[config.mk]
export PLATFORM = sky130hd
export DESIGN_NAME = sap_control_sequencer
export DESIGN_NICKNAME = d
export VERILOG_FILES = /design/src/rtl/sap_pkg.sv /design/src/rtl/sap_ctrl_decode.sv /design/src/rtl/sap_control_sequencer.sv
export SDC_FILE = /design/constraint.sdc
export NUM_CORES = 1
export LEC_CHECK = 0
export CAP_MARGIN = 40
export CELL_PAD_IN_SITES_DETAIL_PLACEMENT = 1
export CELL_PAD_IN_SITES_GLOBAL_PLACEMENT = 1
export CORE_ASPECT_RATIO = 0.6
export CORE_MARGIN = 5
export CORE_UTILIZATION = 27
export CTS_CLUSTER_SIZE = 8
export DETAILED_ROUTE_END_ITERATION = 8
export PLACE_DENSITY_LB_ADDON = 0.15
export REMOVE_ABC_BUFFERS = 1
export SETUP_SLACK_MARGIN = 0.1
export SYNTH_ARGS = -nofsm -noshare
export SYNTH_HDL_FRONTEND = slang
export SYNTH_SLANG_ARGS = --single-unit
[constraint.sdc]
create_clock -name clk -period 1.8 [get_ports clk]
set_input_delay 0.18 -clock clk [delete_from_list [all_inputs] [get_ports clk]]
set_output_delay 0.18 -clock clk [all_outputs]
set_load 0.005 [all_outputs]
[src/rtl/sap_pkg.sv]
// Shared definitions for the SAP control sequencer.
//   - opcode values carried in IR[7:4]
//   - T-state encodings T1..T5 (encoded as their step number)
//   - ALU operation codes
//   - bit positions within the internal control word
package sap_pkg;

    localparam logic [3:0] OP_NOP = 4'h0;
    localparam logic [3:0] OP_LDA = 4'h1;
    localparam logic [3:0] OP_ADD = 4'h2;
    localparam logic [3:0] OP_SUB = 4'h3;
    localparam logic [3:0] OP_STA = 4'h4;
    localparam logic [3:0] OP_LDI = 4'h5;
    localparam logic [3:0] OP_JMP = 4'h6;
    localparam logic [3:0] OP_JC  = 4'h7;
    localparam logic [3:0] OP_JZ  = 4'h8;
    localparam logic [3:0] OP_INC = 4'h9;
    localparam logic [3:0] OP_DCR = 4'hA;
    localparam logic [3:0] OP_OUT = 4'hE;
    localparam logic [3:0] OP_HLT = 4'hF;

    typedef enum logic [2:0] {
        T1 = 3'd1,
        T2 = 3'd2,
        T3 = 3'd3,
        T4 = 3'd4,
        T5 = 3'd5
    } tstate_e;

    localparam logic [1:0] ALU_ADD = 2'b00;
    localparam logic [1:0] ALU_SUB = 2'b01;
    localparam logic [1:0] ALU_INC = 2'b10;
    localparam logic [1:0] ALU_DCR = 2'b11;

    localparam int CW_PC_OUT   = 0;
    localparam int CW_PC_INC   = 1;
    localparam int CW_JUMP     = 2;
    localparam int CW_MAR_IN   = 3;
    localparam int CW_RAM_OUT  = 4;
    localparam int CW_RAM_IN   = 5;
    localparam int CW_IR_IN    = 6;
    localparam int CW_IR_OUT   = 7;
    localparam int CW_ACC_IN   = 8;
    localparam int CW_ACC_OUT  = 9;
    localparam int CW_B_IN     = 10;
    localparam int CW_OUT_IN   = 11;
    localparam int CW_ALU_OUT  = 12;
    localparam int CW_FLAGS_LD = 13;
    localparam int CW_W        = 14;

endpackage

[src/rtl/sap_ctrl_decode.sv]
// Pure combinational microcode decode: (t_state, opcode, flags_q) -> control word.
// Ports:
//   t_state   in  3         current step (T1..T5)
//   opcode    in  4         IR[7:4]
//   flags_q   in  2         latched {Zero,Carry}, used only by JC/JZ
//   cw        out CW_W      control word, bit positions from sap_pkg
//   alu_op    out 2         ALU operation, ADD when not in an ALU step
//   last_step out 1         this step ends the instruction
module sap_ctrl_decode
    import sap_pkg::*;
(
    input  logic [2:0]      t_state,
    input  logic [3:0]      opcode,
    input  logic [1:0]      flags_q,
    output logic [CW_W-1:0] cw,
    output logic [1:0]      alu_op,
    output logic            last_step
);

    always_comb begin
        cw        = '0;
        alu_op    = ALU_ADD;
        last_step = 1'b0;
        case (t_state)
            T1: begin
                cw[CW_PC_OUT] = 1'b1;
                cw[CW_MAR_IN] = 1'b1;
            end
            T2: begin
                cw[CW_RAM_OUT] = 1'b1;
                cw[CW_IR_IN]   = 1'b1;
                cw[CW_PC_INC]  = 1'b1;
            end
            T3: begin
                case (opcode)
                    OP_LDA, OP_ADD, OP_SUB, OP_STA: begin
                        cw[CW_IR_OUT] = 1'b1;
                        cw[CW_MAR_IN] = 1'b1;
                    end
                    OP_LDI: begin
                        cw[CW_IR_OUT] = 1'b1;
                        cw[CW_ACC_IN] = 1'b1;
                        last_step     = 1'b1;
                    end
                    OP_JMP: begin
                        cw[CW_IR_OUT] = 1'b1;
                        cw[CW_JUMP]   = 1'b1;
                        last_step     = 1'b1;
                    end
                    OP_JC: begin
                        cw[CW_IR_OUT] = 1'b1;
                        cw[CW_JUMP]   = flags_q[0];
                        last_step     = 1'b1;
                    end
                    OP_JZ: begin
                        cw[CW_IR_OUT] = 1'b1;
                        cw[CW_JUMP]   = flags_q[1];
                        last_step     = 1'b1;
                    end
                    OP_INC, OP_DCR: begin
                        cw[CW_ALU_OUT]  = 1'b1;
                        cw[CW_ACC_IN]   = 1'b1;
                        cw[CW_FLAGS_LD] = 1'b1;
                        alu_op          = (opcode == OP_INC) ? ALU_INC : ALU_DCR;
                        last_step       = 1'b1;
                    end
                    OP_OUT: begin
                        cw[CW_ACC_OUT] = 1'b1;
                        cw[CW_OUT_IN]  = 1'b1;
                        last_step      = 1'b1;
                    end
                    // HLT never ends: the top parks in T3 with halted set
                    OP_HLT: last_step = 1'b0;
                    default: last_step = 1'b1;
                endcase
            end
            T4: begin
                case (opcode)
                    OP_LDA: begin
                        cw[CW_RAM_OUT] = 1'b1;
                        cw[CW_ACC_IN]  = 1'b1;
                        last_step      = 1'b1;
                    end
                    OP_ADD, OP_SUB: begin
                        cw[CW_RAM_OUT] = 1'b1;
                        cw[CW_B_IN]    = 1'b1;
                    end
                    OP_STA: begin
                        cw[CW_ACC_OUT] = 1'b1;
                        cw[CW_RAM_IN]  = 1'b1;
                        last_step      = 1'b1;
                    end
                    default: last_step = 1'b1;
                endcase
            end
            T5: begin
                if (opcode == OP_ADD || opcode == OP_SUB) begin
                    cw[CW_ALU_OUT]  = 1'b1;
                    cw[CW_ACC_IN]   = 1'b1;
                    cw[CW_FLAGS_LD] = 1'b1;
                    alu_op          = (opcode == OP_ADD) ? ALU_ADD : ALU_SUB;
                end
                last_step = 1'b1;
            end
            // Unreachable encodings fall back to the start of fetch
            default: last_step = 1'b1;
        endcase
    end

endmodule

[src/rtl/sap_control_sequencer.sv]
// SAP control unit: T-state counter, flag register and halt flag around the
// microcode decoder. Control outputs are combinational from the current state.
// Ports:
//   clk, rst_n            clock, async active-low reset
//   en                    step enable; low freezes state and zeroes strobes
//   opcode, alu_flags     IR[7:4] and ALU {Zero,Carry}
//   pc_out..alu_out       control strobes
//   alu_op                ALU op, 00 when unused
//   flags_q, t_state      latched {Z,C}, current step 1..5
//   halted                HLT executed
//
// state | meaning
// T1    | fetch: PC -> MAR
// T2    | fetch: RAM -> IR, PC++
// T3    | execute step 1 (HLT parks here)
// T4    | execute step 2
// T5    | execute step 3 (ADD/SUB only)
module sap_control_sequencer
    import sap_pkg::*;
#(
    parameter int OPCODE_W = 4,
    parameter int FLAG_W   = 2
)
(
    input  logic                clk,
    input  logic                rst_n,
    input  logic                en,
    input  logic [OPCODE_W-1:0] opcode,
    input  logic [FLAG_W-1:0]   alu_flags,
    output logic                pc_out,
    output logic                pc_inc,
    output logic                jump,
    output logic                mar_in,
    output logic                ram_out,
    output logic                ram_in,
    output logic                ir_in,
    output logic                ir_out,
    output logic                acc_in,
    output logic                acc_out,
    output logic                b_in,
    output logic                out_in,
    output logic                alu_out,
    output logic [1:0]          alu_op,
    output logic [FLAG_W-1:0]   flags_q,
    output logic [2:0]          t_state,
    output logic                halted
);

    tstate_e           state_q, state_d;
    logic [FLAG_W-1:0] flags_r, flags_d;
    logic              halted_q, halted_d;
    logic [CW_W-1:0]   cw_dec, cw;
    logic [1:0]        alu_op_dec;
    logic              last_step;
    logic              active;

    sap_ctrl_decode u_decode (
        .t_state   (state_q),
        .opcode    (opcode),
        .flags_q   (flags_r),
        .cw        (cw_dec),
        .alu_op    (alu_op_dec),
        .last_step (last_step)
    );

    // rst_n gates the strobes so nothing fires while reset is held
    assign active = en && !halted_q && rst_n;

    always_ff @(posedge clk or negedge rst_n) begin
        if (!rst_n) begin
            state_q  <= T1;
            flags_r  <= '0;
            halted_q <= 1'b0;
        end else begin
            state_q  <= state_d;
            flags_r  <= flags_d;
            halted_q <= halted_d;
        end
    end

    always_comb begin
        state_d  = state_q;
        flags_d  = flags_r;
        halted_d = halted_q;
        cw       = '0;
        alu_op   = ALU_ADD;
        if (active) begin
            cw     = cw_dec;
            alu_op = alu_op_dec;
            if (state_q == T3 && opcode == OP_HLT) begin
                halted_d = 1'b1;
            end else if (last_step) begin
                state_d = T1;
            end else begin
                state_d = tstate_e'(state_q + 3'd1);
            end
            if (cw_dec[CW_FLAGS_LD]) begin
                flags_d = alu_flags;
            end
        end
    end

    assign pc_out  = cw[CW_PC_OUT];
    assign pc_inc  = cw[CW_PC_INC];
    assign jump    = cw[CW_JUMP];
    assign mar_in  = cw[CW_MAR_IN];
    assign ram_out = cw[CW_RAM_OUT];
    assign ram_in  = cw[CW_RAM_IN];
    assign ir_in   = cw[CW_IR_IN];
    assign ir_out  = cw[CW_IR_OUT];
    assign acc_in  = cw[CW_ACC_IN];
    assign acc_out = cw[CW_ACC_OUT];
    assign b_in    = cw[CW_B_IN];
    assign out_in  = cw[CW_OUT_IN];
    assign alu_out = cw[CW_ALU_OUT];
    assign flags_q = flags_r;
    assign t_state = state_q;
    assign halted  = halted_q;

endmodule

==> reports/qor.csv, run 1 <==
metric,value,unit
slew_viol_final,0,
worst_ep_required_time,1.62,ns
grt_usage,0.196,
antenna_found_initial,0,
drc,0,
synth_top_area_frac,0.173,
fillCellCount,270,
finish.net_count,172,
yosys_warnings,0,
synth.avg_cell_area,8.94,um^2
grt_pass1_vias,1111,
instances_no_fill,189,
clock_path_buffers,2,
synth_area_leaders,"dfrtp_1, ha_1, buf_6",
area_growth,129,%
place_inst,174,
post_drt_wl_per_cell,22.4,um
synth-simple-area-share,0.285,
cts_buffers,3,
final_antenna_net_count,0,
status,finished with violations,
placed_cell_area,1290,um^2
slew_headroom,0.689,
avgViaCountPerCell,5.37,
slowest_stage,dfstp_2,
cp.arrival,1.75,ns
clk_transition_reported_paths,0.05,ns
max_cap_violations,0,
coreArea,2540,um^2
path_common_cell,ha_4,
synth_fa_ha_area_frac,0.0864,
die_area,3850,um^2
synth_edf_count,0,
criticalPathCategory,flip-flop to output pin,
ir_worst_vdd,0.162,mV
dieHeight,50.1,um
finalInstanceArea,1660,um^2
violations,setup timing,
portBuffers,29,
hold_buffers,0,
insertion_delay,0.24,ns
chipWidth,76.9,um
cts_tree,built,
cts_sinks,6,
finalCriticalPeriod,1.93,ns
ys_seq_area_frac,0.209,
fin_skew,0.00373,ns
diodes,0,
setup-tns-final,-0.828,ns
cellLeakagePower,0.708,nW
critPathMaxFanout,4,
detailed_place_hpwl,2470,um
initial_core_util,0.285,
hold_ws,0.319,ns
grt_pass1_wl,5920,um
syn_area,724,um^2
h-tree-depth,1,
endpoint_kind,output pin,
setup_ws,-0.135,ns
synthXorXnorAreaFrac,0.0242,
fp-row-count,14,
async_flop_share,1.00,
synth.area.mux_share,0.0846,
rsz0062_at_grt,yes,
ys_types,41,
ys_ff_latch,6,
synth-compound-area-share,0.188,
min_period_over_period,1.07,
drtIter0Drc,33,
cts_root_buf,clkbuf_8,
synthFlopType,dfrtp_1,
hold_path.class,primary input to asynchronous set/reset pin,
gp_congestion,0.874,
p_per_area,288,nW/um^2
synthCells,81,
critPathMaxStageDelay,0.56,ns
start_kind,flip-flop,
synth_top_family_by_area,simple AND/OR/NAND/NOR gates,
crit_chain,ha_4 > ha_4 > buf_6 > nand3_2 > o31ai_4 > buf_2,
tightest_slew,0.467,ns
setup_viol,12,
first_pass_iters,4,
num_vias,1014,
hold_viol,0,
finalPower,0.478,mW
clock.fmax,517,MHz
pin_count,30,
grt_start_max_net_pins,10,
grt_overflow,0,
wl,4240,um
drive_gt1_frac,0.669,
yosys.area.top_type,dfrtp_1,
==> synthesized netlist by cell type, types with 2 or more instances <==
cell / number
o31ai_1: 2
inv_1: 8
xnor2_1: 2
mux2_4: 2
nand3_1: 3
and3_2: 2
nor2_1: 4
nor4_1: 4
nand2_1: 5
o21ai_0: 2
ha_1: 5
nor3_1: 2
a22o_1: 2
mux2i_1: 2
buf_6: 3
buf_4: 2
dfrtp_1: 5
a21oi_1: 3
==> placed cells by master (no fill, tap or decap), types with 2 or more instances in the layout <==
master and count:
a21oi_2 2, a22o_1 2, and3_4 2, buf_2 9, buf_4 37, buf_6 18, clkbuf_8 3, clkdlybuf4s50_1 11
dfrtp_1 4, dlygate4sd2_1 3, ha_4 5, inv_1 6, inv_4 2, mux2_4 3, mux2i_1 2, nand2_1 3
nand3_4 2, nor2_1 3, nor4_2 2, nor4_4 3, o31ai_4 2, xnor2_1 2
==> final cells by class <==
cell class	count	area, um^2	area share
inverter	8	35.0	0.0211
clock buffer	4	45.0	0.0271
multi-input combinational	60	706	0.425
sequential	6	153	0.0919
tap	32	40.0	0.0241
timing repair buffer	79	682	0.411
==> registers in the layout, summed over array words and instances, names as in the netlist <==
register	cells
flags_q	2
halted	1
t_state	3
==> where the power goes <==
| group | switching [mW] | internal, mW | total (mW) |
|---|---|---|---|
| combinational | 0.0558 | 0.0450 | 0.101 |
| sequential | 0 | 0.135 | 0.135 |
| clock | 0.0872 | 0.155 | 0.242 |
| total | 0.143 | 0.335 | 0.478 |
==> cell families (layout without fill, tap and decap cells) <==
logic type | Yosys count | in the layout
AO/OA/AOI/OAI | 17 | 17
flip-flops | 6 | 6
XOR/XNOR | 2 | 2
multiplexers | 5 | 5
buffers and inverters | 15 | 91
adder cells (fa/ha/maj) | 5 | 5
AND/OR/NAND/NOR | 31 | 31
==> worst paths after layout <==
check,end,depth (start not counted),startpoint,slack (ns)
setup / recovery,alu_op[0],6,t_state[0]$_DFFE_PN1P_,-0.13
hold / removal,t_state[2]$_DFFE_PN0P_,2,rst_n,0.32
setup reg to reg,flags_q[1]$_DFFE_PN0P_,7,t_state[0]$_DFFE_PN1P_,-0.09
hold reg to reg,flags_q[1]$_DFFE_PN0P_,1,flags_q[1]$_DFFE_PN0P_,0.56
max in group asynchronous,t_state[0]$_DFFE_PN1P_,2,rst_n,1.27
min in group clk,flags_q[1]$_DFFE_PN0P_,1,flags_q[1]$_DFFE_PN0P_,0.56
==> per-layer routing <==
layer  vias to the layer above  global-route usage  routed length, um
li1                        452                   -                  -
met1                       505               0.230               1900
met2                        40               0.354               1980
met3                        17              0.0509                181
met4                         0              0.0581                180
met5                         -                   0                  0
==> what timing repair did <==
item                       CTS  global route
gates resized for setup    106            23
buffers inserted             4             9
setup endpoints to repair   20            20
pin swaps                   17            12
==> through the flow <==
stage / setup slack [ns] / utilization
6_report: -0.135 / 0.654
5_1_grt: -0.176 / 0.654
4_1_cts: -0.161 / 0.588
3_5_place_dp: -0.481 / 0.507
3_3_place_gp: -0.370 / 0.507
2_1_floorplan: -0.0656 / -
==> critical path: cells and delay by family, from the launching register on <==
kind / cells / cell delay, ns
flops: 1 / 0.56
fa+ha+maj: 2 / 0.31
buf+inv: 2 / 0.29
compound gates: 1 / 0.25
simple gates: 1 / 0.10
(Power assumes the default switching activity.)
==> inputs of run 2 (changes only) <==
--- a/config.mk
+++ b/config.mk
@@ -11,7 +11,7 @@
 export CORE_ASPECT_RATIO = 0.6
 export CORE_MARGIN = 5
 export CORE_UTILIZATION = 27
-export CTS_CLUSTER_SIZE = 8
+export CTS_CLUSTER_SIZE = 40
 export DETAILED_ROUTE_END_ITERATION = 8
 export PLACE_DENSITY_LB_ADDON = 0.15
 export REMOVE_ABC_BUFFERS = 1
==> results of run 2 <==
Final layout, timing and power as in run 1 (identical DEF).
